**src/rtl/memdev_pkg.sv**
```systemverilog
// Shared constants for the multi-channel memory/device bridge: register offsets,
// CTRL/STATUS bit positions and the TX state encoding.
package memdev_pkg;

    localparam logic [2:0] OFS_DATA = 3'h0;
    localparam logic [2:0] OFS_CTRL = 3'h4;

    localparam int CTRL_SEND = 17;
    localparam int CTRL_EOP  = 20;

    localparam int ST_RX_NE   = 16;
    localparam int ST_TX_IDLE = 18;
    localparam int ST_EOP     = 19;
    localparam int ST_UNDER   = 20;
    localparam int ST_OVER    = 21;
    localparam int ST_CNT_LSB = 24;

    typedef enum logic [1:0] {
        TX_IDLE = 2'd0,
        TX_SEND = 2'd1,
        TX_WAIT = 2'd2
    } tx_state_e;

    function automatic logic [31:0] status_word(
        input logic [7:0] cnt,
        input logic       rx_ne,
        input logic       tx_idle,
        input logic       head_eop,
        input logic       under,
        input logic       over
    );
        logic [31:0] s;
        s                         = '0;
        s[ST_RX_NE]               = rx_ne;
        s[ST_TX_IDLE]             = tx_idle;
        s[ST_EOP]                 = head_eop;
        s[ST_UNDER]               = under;
        s[ST_OVER]                = over;
        s[ST_CNT_LSB +: 8]        = cnt;
        return s;
    endfunction

endpackage

```
**src/rtl/memdev_rx_fifo.sv**
```systemverilog
// Per-channel receive FIFO of {eop, data} entries with a registered occupancy count.
module memdev_rx_fifo #(
    parameter int DEPTH = 4
) (
    input  logic                     i_clk,
    input  logic                     i_reset,
    input  logic                     i_push,
    input  logic [32:0]              i_din,
    input  logic                     i_pop,
    output logic [32:0]              o_head,
    output logic [$clog2(DEPTH):0]   o_count,
    output logic                     o_full,
    output logic                     o_empty
);
    import memdev_pkg::*;

    localparam int AW = $clog2(DEPTH);

    logic [32:0]   r_mem [DEPTH];
    logic [AW-1:0] r_wp;
    logic [AW-1:0] r_rp;
    logic [AW:0]   r_count;
    logic          w_push;
    logic          w_pop;

    assign o_empty = (r_count == '0);
    assign o_full  = (r_count == (AW+1)'(DEPTH));
    assign o_count = r_count;
    assign o_head  = r_mem[r_rp];
    assign w_push  = i_push && !o_full;
    assign w_pop   = i_pop && !o_empty;

    always_ff @(posedge i_clk) begin
        if (w_push) begin
            r_mem[r_wp] <= i_din;
        end
    end

    // Pointers wrap naturally because DEPTH is a power of two.
    always_ff @(posedge i_clk) begin
        if (i_reset) begin
            r_wp    <= '0;
            r_rp    <= '0;
            r_count <= '0;
        end else begin
            if (w_push) begin
                r_wp <= r_wp + 1'b1;
            end
            if (w_pop) begin
                r_rp <= r_rp + 1'b1;
            end
            case ({w_push, w_pop})
                2'b10:   r_count <= r_count + 1'b1;
                2'b01:   r_count <= r_count - 1'b1;
                default: r_count <= r_count;
            endcase
        end
    end

endmodule

```
**src/rtl/memdev_mc.sv**
```systemverilog
// Bridge between the CPU data port, RAM and NCH streaming devices with RX prefetch
// FIFOs, per-channel TX handshake, sticky error flags and optional CPU stalling.
module memdev_mc
    import memdev_pkg::*;
#(
    parameter int NCH      = 2,
    parameter int CH_LSB   = 4,
    parameter int DEPTH    = 4,
    parameter int BLOCKING = 0
) (
    input  logic              i_clk,
    input  logic              i_reset,
    input  logic [31:0]       i_a_read,
    input  logic [31:0]       i_a_read_reg,
    input  logic [31:0]       i_d_write,
    input  logic [1:0]        i_w,
    input  logic [1:0]        i_r,
    output logic [31:0]       o_d_read,
    output logic              o_dmem_wait,
    input  logic [31:0]       i_ram_dout,
    input  logic              i_ram_wait,
    output logic [1:0]        o_ram_w,
    output logic [1:0]        o_ram_r,
    output logic [31:0]       o_ram_addr,
    output logic [31:0]       o_ram_din,
    input  logic [NCH*32-1:0] i_dev_dout,
    input  logic [NCH-1:0]    i_dev_rdyr,
    input  logic [NCH-1:0]    i_dev_rcv_eop,
    input  logic [NCH-1:0]    i_dev_rdyw,
    output logic [NCH-1:0]    o_dev_r,
    output logic [NCH-1:0]    o_dev_w,
    output logic [NCH-1:0]    o_dev_send_eop,
    output logic [31:0]       o_dev_din
);
    localparam int CHW = (NCH > 1) ? $clog2(NCH) : 1;
    localparam int CW  = $clog2(DEPTH) + 1;

    logic           w_dsel;
    logic           w_is_ctrl;
    logic           w_ch_ok;
    logic           w_rd;
    logic           w_wr;
    logic           w_send;
    logic           w_stall;
    logic           w_go;
    logic [CHW-1:0] w_ch;
    logic           w_unused;

    logic [32:0]    w_head   [NCH];
    logic [CW-1:0]  w_count  [NCH];
    logic [31:0]    w_txdata [NCH];
    logic [NCH-1:0] w_full;
    logic [NCH-1:0] w_empty;
    logic [NCH-1:0] w_pop;
    logic [NCH-1:0] w_txidle;
    logic [NCH-1:0] w_under;
    logic [NCH-1:0] w_over;

    logic           w_sel_empty;
    logic           w_sel_busy;
    logic [31:0]    w_sel_head;
    logic [31:0]    w_sel_status;
    logic [31:0]    w_sel_txdata;
    logic [31:0]    r_rd_buf;

    assign w_dsel    = i_a_read[31];
    assign w_ch      = i_a_read[CH_LSB +: CHW];
    assign w_is_ctrl = (i_a_read[2] == OFS_CTRL[2]);
    assign w_ch_ok   = (32'(w_ch) < 32'(NCH));
    assign w_rd      = w_dsel && (|i_r) && w_ch_ok;
    assign w_wr      = w_dsel && (|i_w) && w_ch_ok;
    assign w_send    = w_wr && w_is_ctrl && i_d_write[CTRL_SEND];
    assign w_unused  = ^i_a_read_reg[30:0];

    assign o_ram_addr = i_a_read;
    assign o_ram_din  = i_d_write;
    assign o_ram_w    = w_dsel ? 2'b00 : i_w;
    assign o_ram_r    = w_dsel ? 2'b00 : i_r;
    assign o_d_read   = i_a_read_reg[31] ? r_rd_buf : i_ram_dout;
    assign o_dev_din  = w_sel_txdata;

    // An out-of-range channel selects nothing: it reads as empty with zero status.
    always_comb begin
        w_sel_empty  = 1'b1;
        w_sel_busy   = 1'b0;
        w_sel_head   = '0;
        w_sel_status = '0;
        w_sel_txdata = '0;
        for (int c = 0; c < NCH; c++) begin
            if (w_ch_ok && (int'(w_ch) == c)) begin
                w_sel_empty  = w_empty[c];
                w_sel_busy   = !w_txidle[c];
                w_sel_head   = w_head[c][31:0];
                w_sel_txdata = w_txdata[c];
                w_sel_status = status_word(8'(w_count[c]), !w_empty[c], w_txidle[c],
                                           w_head[c][32] && !w_empty[c], w_under[c], w_over[c]);
            end
        end
    end

    assign w_stall     = (BLOCKING != 0) &&
                         ((w_rd && !w_is_ctrl && w_sel_empty) || (w_send && w_sel_busy));
    assign o_dmem_wait = (!i_a_read_reg[31] && i_ram_wait) || w_stall;
    assign w_go        = !o_dmem_wait;

    always_ff @(posedge i_clk) begin
        if (i_reset) begin
            r_rd_buf <= '0;
        end else if (w_go && w_dsel && (|i_r)) begin
            r_rd_buf <= w_is_ctrl ? w_sel_status : (w_sel_empty ? 32'h0 : w_sel_head);
        end
    end

    for (genvar c = 0; c < NCH; c++) begin : g_ch
        logic      w_here;
        tx_state_e r_state;
        logic [31:0] r_data;
        logic      r_under;
        logic      r_over;

        assign w_here            = w_ch_ok && (int'(w_ch) == c);
        assign o_dev_r[c]        = !i_reset && i_dev_rdyr[c] && !w_full[c];
        assign w_pop[c]          = w_go && w_here && w_rd && !w_is_ctrl;
        assign o_dev_w[c]        = !i_reset && w_go && w_here && w_send && (r_state == TX_IDLE);
        assign o_dev_send_eop[c] = o_dev_w[c] && i_d_write[CTRL_EOP];
        assign w_txidle[c]       = (r_state == TX_IDLE);
        assign w_txdata[c]       = r_data;
        assign w_under[c]        = r_under;
        assign w_over[c]         = r_over;

        memdev_rx_fifo #(.DEPTH(DEPTH)) u_fifo (
            .i_clk   (i_clk),
            .i_reset (i_reset),
            .i_push  (o_dev_r[c]),
            .i_din   ({i_dev_rcv_eop[c], i_dev_dout[32*c +: 32]}),
            .i_pop   (w_pop[c]),
            .o_head  (w_head[c]),
            .o_count (w_count[c]),
            .o_full  (w_full[c]),
            .o_empty (w_empty[c])
        );

        // Error flags can only be set when the access is not stalled, so in blocking
        // mode the stall itself keeps underrun/overrun from ever being raised.
        always_ff @(posedge i_clk) begin
            if (i_reset) begin
                r_state <= TX_IDLE;
                r_data  <= '0;
                r_under <= 1'b0;
                r_over  <= 1'b0;
            end else begin
                if (w_go && w_here && w_wr && !w_is_ctrl) begin
                    r_data <= i_d_write;
                end
                case (r_state)
                    TX_IDLE: if (o_dev_w[c]) r_state <= TX_WAIT;
                    TX_WAIT: if (i_dev_rdyw[c]) r_state <= TX_IDLE;
                    default: r_state <= TX_IDLE;
                endcase
                if (w_go && w_here && w_rd && w_is_ctrl) begin
                    r_under <= 1'b0;
                    r_over  <= 1'b0;
                end
                if (w_go && w_here && w_rd && !w_is_ctrl && w_empty[c]) begin
                    r_under <= 1'b1;
                end
                if (w_go && w_here && w_send && (r_state == TX_WAIT)) begin
                    r_over <= 1'b1;
                end
            end
        end
    end

endmodule

```
**config.mk**
```make
export PLATFORM = sky130hd
export DESIGN_NAME = memdev_mc
export DESIGN_NICKNAME = d
export VERILOG_FILES = /design/src/rtl/memdev_pkg.sv /design/src/rtl/memdev_rx_fifo.sv /design/src/rtl/memdev_mc.sv
export SDC_FILE = /design/constraint.sdc
export NUM_CORES = 1
export LEC_CHECK = 0
export CAP_MARGIN = 30
export CORE_MARGIN = 2
export CORE_UTILIZATION = 42
export CTS_BUF_LIST = sky130_fd_sc_hd__clkbuf_4 sky130_fd_sc_hd__clkbuf_8 sky130_fd_sc_hd__clkbuf_16
export CTS_CLUSTER_DIAMETER = 40
export DETAILED_ROUTE_END_ITERATION = 10
export GPL_ROUTABILITY_DRIVEN = 0
export HOLD_SLACK_MARGIN = 0.12
export PLACE_DENSITY = 0.77
export SKIP_LAST_GASP = 1
export SLEW_MARGIN = 20
export SYNTH_ARGS = -nofsm -noshare
export SYNTH_HDL_FRONTEND = slang
export SYNTH_SLANG_ARGS = --single-unit
```
**constraint.sdc**
```tcl
create_clock -name i_clk -period 2.9 [get_ports i_clk]
set_input_delay 0.435 -clock i_clk [delete_from_list [all_inputs] [get_ports i_clk]]
set_output_delay 0.435 -clock i_clk [all_outputs]
set_load 0.01 [all_outputs]
```
==> results.cfg, run 1 <==
[synth]
async_reset_ff_share_pct = 0
ys.flop_type = edfxtp_1
synth_edf_count = 264
ys_seq_elements = 384
synth_top_cell_by_area = edfxtp_1
synth_area_per_cell_um2 = 15.0
syn_nets = 1279
yosysMostFrequentCell = edfxtp_1
netlist.area_leader.share_pct = 49.8
synth_area_mm2 = 0.0159
yosys_warnings = 0
synth_area_leaders = edfxtp_1 (50%), dfxtp_1 (15%), mux4_2 (9.3%)
netlist_instances = 1062
seq_area_frac_synth_pct = 64.9
synthTopCellsByCount = edfxtp_1 (264), dfxtp_1 (120), a21oi_1 (74)
synth.distinct_cells = 51

[clock_tree]
root_buffer = clkbuf_16
clock_path_buffers = 3
cts_tree = yes
cts.htree.levels = 2
cts_inserted_buffers = 45
clock_sinks = 384
post_cts_buffers = 0
path_clk_slew_ps = 50
worst_skew_pair.late_latency_ps = 560

[worst_setup_path]
critPathBufInv = 2
crit_top_cell = clkdlybuf4s50_1
setup.worst_path.start = i_d_write[17]
cp_max_fo = 3
critPathRequiredTime_ps = 2470
path_delay_family = buffers and inverters
crit_path_end_kind = output port
cp_cell_sequence = clkdlybuf4s50_1, and3b_1, o2111ai_1, nor3_1, and2_1, clkdlybuf4s50_1
max_stage_delay_ps = 550
path_class = in2out
crit_arrival_ps = 2440
start_kind = primary input
crit_slowest_cell = clkdlybuf4s50_1
worstReg2RegStart = g_ch[0].u_fifo.o_count[2]

[placement]
placed_cells = 1722
dp_hpwl_um = 26800
port_buffers = 254
dpl-instance-area_mm2 = 0.0187

[floorplanning]
dieWidth_um = 199
core_mm2 = 0.0375
dieArea_mm2 = 0.0395
io_pins = 344
fp.dieH_um = 199
rows = 71
initial_core_util_pct = 42.5

[worst_hold_path]
worstHoldStart = i_a_read[4]
holdCritPathClass = in2reg

[route]
drt-total-wl_um = 41400
first_pass_iters = 5
drc = 0
drt_iter0_markers = 647
vias = 9855
wl_per_cell_um = 22.9
avgViaCountPerCell = 5.45
ant_nets = 0

[sta]
setup_viol_count_final = 0
worst_slew_pin_slew_ps = 846
skew_ps = 36.7
hold_viol = 0
fmax_mhz = 348
fin_crit_sh_pct = 99.2
maxSlewHeadroom_pct = 43.6
post-route-min-period_ps = 2880
rsz0062_at_grt = true
drv_slew = 0

[global_routing]
grtUsageTotal_pct = 20.9
grt_overflow = 0
antenna_found_initial = 9
grt_pass1_vias = 9973
grt_max_degree = 78
grt_pass1_wl_um = 60800

[finish]
final_util_pct = 54.2
layout-drive-gt1-share_pct = 21.1
stdcell_area_mm2 = 0.0203
area_growth_syn_to_layout_pct = 27.5
final_cells = 1809
nets = 1475

[pwr]
p_per_area_mw_per_mm2 = 631
ir_drop_v = 0.000551
static-leakage-power_nw = 6.77

[outcome]
status = completed

[flow_run]
maxCapViolations = 0
final timing paths:
check | slack (ps) | cells past startpoint | endpoint
min | 370 | 3 | g_ch[1].r_data[13]
max reg2reg | 430 | 10 | g_ch[0].u_fifo.o_count[2]
min reg2reg | 460 | 1 | r_rd_buf[14]
max | 20 | 6 | o_dev_send_eop[1]
logic make-up after synthesis:
family	count (synthesis)	synth area share (%)
AND/OR/NAND/NOR	134	4.40
XOR/XNOR	6	0.330
AO/OA/AOI/OAI	191	7.14
buffers and inverters	161	5.59
multiplexers	174	16.6
flip-flops	384	64.9
adder cells (fa/ha/maj)	12	1.04
through the flow:
step | setup TNS, ps | hold WS (ps) | setup slack [ps] | total power [mW]
after floorplan | 0 | 427 | 479 | 6.70
after global placement | 0 | 441 | 49.9 | 7.19
after detailed placement | 0 | 443 | 12.4 | 7.22
after CTS | -0.239 | 340 | -0.239 | 12.9
after global routing | -113 | 375 | -69.0 | 13.2
final | 0 | 367 | 24.2 | 12.8
cell type report:
cell class	instances	area, um^2
clock buffers	54	1240
well taps	511	639
flip-flops and latches	384	10300
fillers	3023	17200
multi-input cells	517	4740
diodes	4	10.0
inverters	19	73.8
clock inverters	29	308
repair buffers	291	2960
placed cells by master (no fill, tap or decap), types with 3 or more instances in the layout:
cell type	instances
nand2_1	6
mux2_2	66
and2_1	3
clkinvlp_4	5
inv_1	18
edfxtp_1	264
dfxtp_2	4
bufinv_16	4
mux2i_1	42
clkinv_4	4
clkdlybuf4s50_1	251
mux4_2	66
nor3_1	9
clkbuf_8	4
clkbuf_16	46
o21ai_0	67
and2_2	8
o31ai_1	3
dfxtp_1	116
a21oi_1	74
o2bb2ai_1	24
buf_4	27
clkbuf_4	4
diode_2	4
nand3_1	64
nor2b_1	6
nor4_1	3
or3_1	3
a21o_1	3
clkinv_2	8
nor2_1	20
buf_12	12
o22ai_1	5
xor2_1	4
ha_1	10
per-layer routing:
metal | track usage, % | wire (um) | vias to the layer above | share of wire (%)
met3 | 5.05 | 3260 | 84 | 7.9
met1 | 25.3 | 16000 | 4918 | 39
met2 | 36.5 | 20900 | 418 | 50
met4 | 7.08 | 1200 | 10 | 2.9
li1 | - | - | 4425 | -
met5 | 0 | 69 | - | 0.17
what timing repair did:
item,CTS,global route
gates resized for setup,0,1
hold buffers,0,0
cloned,0,0
endpoints found under the setup margin,1,3
worst register-to-register path: stages, from the launching register on:
cell,delay [ps]
dfxtp_1,400
inv_1,60
o31ai_1,520
nor2_1,120
inv_1,80
ha_1,170
inv_1,70
fa_1,380
xor2_1,160
or3_1,300
a21oi_1,140
power breakdown:
part | switching, mW | leakage [nW] | internal, mW
Combinational | 0.509 | 2.65 | 0.527
Sequential | 0.0605 | 3.37 | 6.01
Clock | 2.27 | 0.756 | 3.44
Total | 2.84 | 6.77 | 9.98
flip-flops by register name (all words and copies together) (netlist names), named ones only:
| signal | count |
|---|---|
| g_ch.u_fifo.r_rp | 4 |
| g_ch.u_fifo.r_mem | 264 |
| g_ch.r_state | 2 |
| g_ch.u_fifo.r_wp | 4 |
| g_ch.u_fifo.o_count | 6 |
| g_ch.r_data | 64 |
| g_ch.r_over | 2 |
| g_ch.r_under | 2 |
| r_rd_buf | 32 |
(Power assumes the default switching activity.)
==> inputs of run 2 (changes only) <==
--- a/config.mk
+++ b/config.mk
@@ -5,6 +5,7 @@
 export SDC_FILE = /design/constraint.sdc
 export NUM_CORES = 1
 export LEC_CHECK = 0
+export ABC_AREA = 0
 export CAP_MARGIN = 30
 export CORE_MARGIN = 2
 export CORE_UTILIZATION = 42
==> constraint.sdc (replaced) <==
create_clock -name i_clk -period 3.55 [get_ports i_clk]
set_input_delay 0.5325 -clock i_clk [delete_from_list [all_inputs] [get_ports i_clk]]
set_output_delay 0.5325 -clock i_clk [all_outputs]
set_load 0.01 [all_outputs]
==> results.cfg, run 2 (synthesis gave the netlist of run 1 again) <==
[global_routing]
grtUsageTotal_pct = 20.6
grt_pass1_vias = 9772
grt_max_degree = 75
grt_pass1_wl_um = 59800
antenna_found_initial = 6
grt_overflow = 0

[sta]
hold_viol = 0
skew_ps = 19.8
holdWs_ps = 428
post-route-min-period_ps = 3200
setup_tns_ps = 0
fin_crit_sh_pct = 90.3
worst_slew_pin_slew_ps = 981
setup_viol_count_final = 0
drv_slew = 0
rsz0062_at_grt = false
fmax_mhz = 312
maxSlewHeadroom_pct = 34.6
setup_ws_ps = 346

[worst_setup_path]
path_class = in2out
worstReg2RegStart = g_ch[0].u_fifo.o_count[2]
crit_arrival_ps = 2670
critPathBufInv = 2
path_delay_family = buffers and inverters
cp_max_fo = 6
setup.worst_path.start = i_ram_wait
max_stage_delay_ps = 530
start_kind = primary input
cp_cell_sequence = clkdlybuf4s50_1, nand2b_4, o2111ai_1, nor3_1, and2_1, clkdlybuf4s50_1
crit_slowest_cell = clkdlybuf4s50_1
crit_path_end_kind = output port
crit_top_cell = clkdlybuf4s50_1
critPathRequiredTime_ps = 3020

[clock_tree]
cts.htree.levels = 2
root_buffer = clkbuf_16
cts_tree = yes
worst_skew_pair.late_latency_ps = 570
path_clk_slew_ps = 50
cts_inserted_buffers = 48
cts_resized = 0
post_cts_buffers = 0
hold_buffers = 0
clock_sinks = 384
clock_path_buffers = 3

[pwr]
p_sw_share_pct = 21.8
clkPwrFrac_pct = 47.8
sequentialPowerShare_pct = 44.8
static-leakage-power_nw = 6.83
p_comb_share_pct = 7.5
internal_power_mw = 8.67
ir_drop_v = 0.000410
p_sw_mw = 2.41
p_per_area_mw_per_mm2 = 544

[finish]
regMostFlops = g_ch.u_fifo.r_mem
layout-drive-gt1-share_pct = 21.0
largestRegisters = g_ch.u_fifo.r_mem: 264 flops, g_ch.r_data: 64 flops, r_rd_buf: 32 flops
area_growth_syn_to_layout_pct = 27.9
nets = 1472
final_util_pct = 54.3
final_common_cell = edfxtp_1
nFillCells = 2989
final_cell_mix = edfxtp_1 (264), clkdlybuf4s50_1 (251), dfxtp_1 (116)
final_cells = 1808
largest_reg_flops = 264

[floorplanning]
dieArea_mm2 = 0.0395
rows = 71
core_mm2 = 0.0375
dieWidth_um = 199
io_pins = 344
fp.dieH_um = 199
initial_core_util_pct = 42.5

[worst_hold_path]
worstHoldStart = i_a_read[4]
holdCritPathClass = in2reg

[route]
drt-total-wl_um = 41600
vias = 9887
first_pass_iters = 7
avgViaCountPerCell = 5.47
drc = 0
drt_iter0_markers = 534
ant_nets = 0
wl_per_cell_um = 23.0

[flow_run]
maxCapViolations = 0

[placement]
dp_hpwl_um = 26500
dp_slack_ps = 344
port_buffers = 254
placed_cells = 1716

[outcome]
status = completed
-- run 2: changes by cell type in the layout (fill, tap and decap cells not counted), sizes merged --
cell      previous run  this run
inv                 23        27
clkinv              16        15
buf                 40        34
clkinvlp             5         1
bufinv               4        10
-- run 2: path summary, 6_finish.rpt --
| path | end | slack, ps | cells past startpoint |
|---|---|---|---|
| setup / recovery | o_dev_send_eop[1] | 350 | 6 |
| hold / removal | g_ch[1].r_data[25] | 430 | 3 |
| setup reg to reg | g_ch[0].u_fifo.o_count[2] | 940 | 10 |
| hold reg to reg | g_ch[1].r_data[30] | 470 | 2 |
-- run 2: power groups by stage --
stage               clock network (mW)  registers [mW]  logic (mW)
floorplan                            0            5.03       0.440
global placement                     0            5.05       0.812
detailed placement                   0            5.05       0.830
CTS                               5.38            4.96       0.837
global route                      5.55            4.97       0.884
finish                            5.30            4.96       0.828
-- run 2: final cells by class --
class | count | area (um^2) | area share (%)
Timing Repair Buffer | 285 | 2800 | 13.8
Clock buffer | 54 | 1270 | 6.24
Clock inverter | 34 | 499 | 2.45
Multi-Input combinational cell | 517 | 4730 | 23.2
Inverter | 19 | 73.8 | 0.362
Antenna cell | 4 | 10.0 | 0.0491
Tap cell | 511 | 639 | 3.14
Sequential cell | 384 | 10300 | 50.7
-- run 2: tightest hold or removal path, stage by stage --
cell and delay (ps):
buf_4 220, nand3_1 120, a21oi_1 60
-- run 2: per-stage QoR --
step	total power, mW	area, um^2
after floorplan	5.47	15900
after global placement	5.86	18600
after detailed placement	5.88	18600
after CTS	11.2	20400
after global routing	11.4	20400
final	11.1	20400
-- run 2: metal layers --
layer  vias to the layer above  part of all wire, %  track usage [%]
li1                       4411                    -                -
met1                      4968                   39             24.8
met2                       411                   50             35.7
met3                        93                  7.7             4.83
met4                         4                  3.4             8.10
met5                         -                0.067                0
==> inputs of run 3 (changes only) <==
--- a/config.mk
+++ b/config.mk
@@ -7,9 +7,9 @@
 export LEC_CHECK = 0
 export ABC_AREA = 0
 export CAP_MARGIN = 30
+export CORE_ASPECT_RATIO = 2
 export CORE_MARGIN = 2
 export CORE_UTILIZATION = 42
-export CTS_BUF_LIST = sky130_fd_sc_hd__clkbuf_4 sky130_fd_sc_hd__clkbuf_8 sky130_fd_sc_hd__clkbuf_16
 export CTS_CLUSTER_DIAMETER = 40
 export DETAILED_ROUTE_END_ITERATION = 10
 export GPL_ROUTABILITY_DRIVEN = 0
==> results.cfg, run 3 (synthesis gave the netlist of run 1 again) <==
[outcome]
status = completed

[placement]
port_buffers = 254
dp_hpwl_um = 25700

[clock_tree]
cts_inserted_buffers = 40
clock_path_buffers = 3
hold_buffers = 0
path_clk_slew_ps = 60
cts_resized = 0
post_cts_buffers = 0
cts_tree = yes
worst_skew_pair.late_latency_ps = 540
cts.htree.levels = 2
root_buffer = clkbuf_16
clock_sinks = 384

[pwr]
p_comb_share_pct = 8.2
p_sw_share_pct = 22.3
ir_drop_v = 0.000424
clkPwrFrac_pct = 42.1
static-leakage-power_nw = 6.60
p_sw_mw = 2.23
p_per_area_mw_per_mm2 = 502
sequentialPowerShare_pct = 49.6
internal_power_mw = 7.75

[global_routing]
grt_overflow = 0
antenna_found_initial = 3
grtUsageTotal_pct = 19.7
grt_pass1_wl_um = 58900
grt_pass1_vias = 10100
grt_max_degree = 96

[worst_setup_path]
crit_arrival_ps = 2630
cp_max_fo = 4
critPathRequiredTime_ps = 3020
path_class = in2out
start_kind = primary input
crit_path_end_kind = output port

[finish]
layout-drive-gt1-share_pct = 19.3
largest_reg_flops = 264
nets = 1461
final_common_cell = edfxtp_1
regMostFlops = g_ch.u_fifo.r_mem
final_util_pct = 53.4
area_growth_syn_to_layout_pct = 25.0
largestRegisters = g_ch.u_fifo.r_mem: 264 flops, g_ch.r_data: 64 flops, r_rd_buf: 32 flops
final_cell_mix = edfxtp_1 (264), clkdlybuf4s50_1 (251), dfxtp_1 (116)

[sta]
post-route-min-period_ps = 3160
setup_viol_count_final = 0
fmax_mhz = 316
worst_slew_pin_slew_ps = 704
setup_tns_ps = 0
maxSlewHeadroom_pct = 53.0
rsz0062_at_grt = false
fin_crit_sh_pct = 89.0
skew_ps = 18.5
drv_slew = 0
hold_viol = 0

[floorplanning]
io_pins = 344
core_mm2 = 0.0373
fp.dieH_um = 279
dieWidth_um = 142
rows = 100
initial_core_util_pct = 42.7
dieArea_mm2 = 0.0396

[route]
wl_per_cell_um = 22.8
drt_iter0_markers = 469
drt-total-wl_um = 39500
drc = 0
avgViaCountPerCell = 5.55
first_pass_iters = 5
ant_nets = 0
vias = 9648

[flow_run]
maxCapViolations = 0

[worst_hold_path]
holdCritPathClass = in2reg
## run 3: cell types whose count changed in the layout (fill, tap and decap cells not counted), moves of 5 or more
cell / delta
bufinv_16: -8
clkinvlp_4: +5
clkbuf_16: -6
buf_4: -6
## run 3: final timing paths
kind | end | start | depth (start not counted) | slack [ps]
worst max-delay path | o_dev_send_eop[1] | i_d_write[17] | 6 | 390
worst min-delay path | g_ch[1].u_fifo.r_wp[0] | i_reset | 2 | 260
worst max register to register | g_ch[0].u_fifo.o_count[2] | g_ch[0].u_fifo.o_count[2] | 10 | 900
worst min register to register | r_rd_buf[1] | r_rd_buf[1] | 1 | 460
## run 3: layout make-up
type                    count  area (um^2)
fillers                  3065        17400
flip-flops and latches    384        10300
well taps                 459          574
repair buffers            282         2830
clock inverters            24          226
inverters                  19         73.8
clock buffers              50         1120
multi-input cells         517         4740
diodes                      2         5.00
## run 3: stage by stage
stage | cells | power (mW) | hold slack (ps) | worst slack (ps) | area, um^2
floorplan | 1062 | 5.47 | 427 | 1030 | 15900
global placement | 1660 | 5.85 | 439 | 461 | 18500
detailed placement | 1660 | 5.88 | 446 | 397 | 18500
CTS | 1734 | 10.1 | 238 | 397 | 19900
global route | 1737 | 10.3 | 253 | 314 | 19900
finish | 1737 | 9.98 | 259 | 390 | 19900
## run 3: per-layer routing
layer | GRT usage [%] | up-vias | routed length, um
met2 | 38.2 | 332 | 22200
met1 | 20.7 | 4834 | 13700
met3 | 3.37 | 90 | 2110
met4 | 8.00 | 2 | 1440
met5 | 0 | - | 12
li1 | - | 4390 | -
## run 3: worst max-delay path, stage by stage
cell,delay [ps]
clkdlybuf4s50_1,530
and3b_1,180
o2111ai_1,230
nor3_1,420
and2_1,200
clkdlybuf4s50_1,540
## run 3: power groups by stage
stage,clock network (mW),registers (mW),logic (mW)
detailed placement,0,5.05,0.826
CTS,4.30,4.95,0.831
floorplan,0,5.03,0.440
global route,4.46,4.96,0.884
global placement,0,5.04,0.806
finish,4.20,4.95,0.823
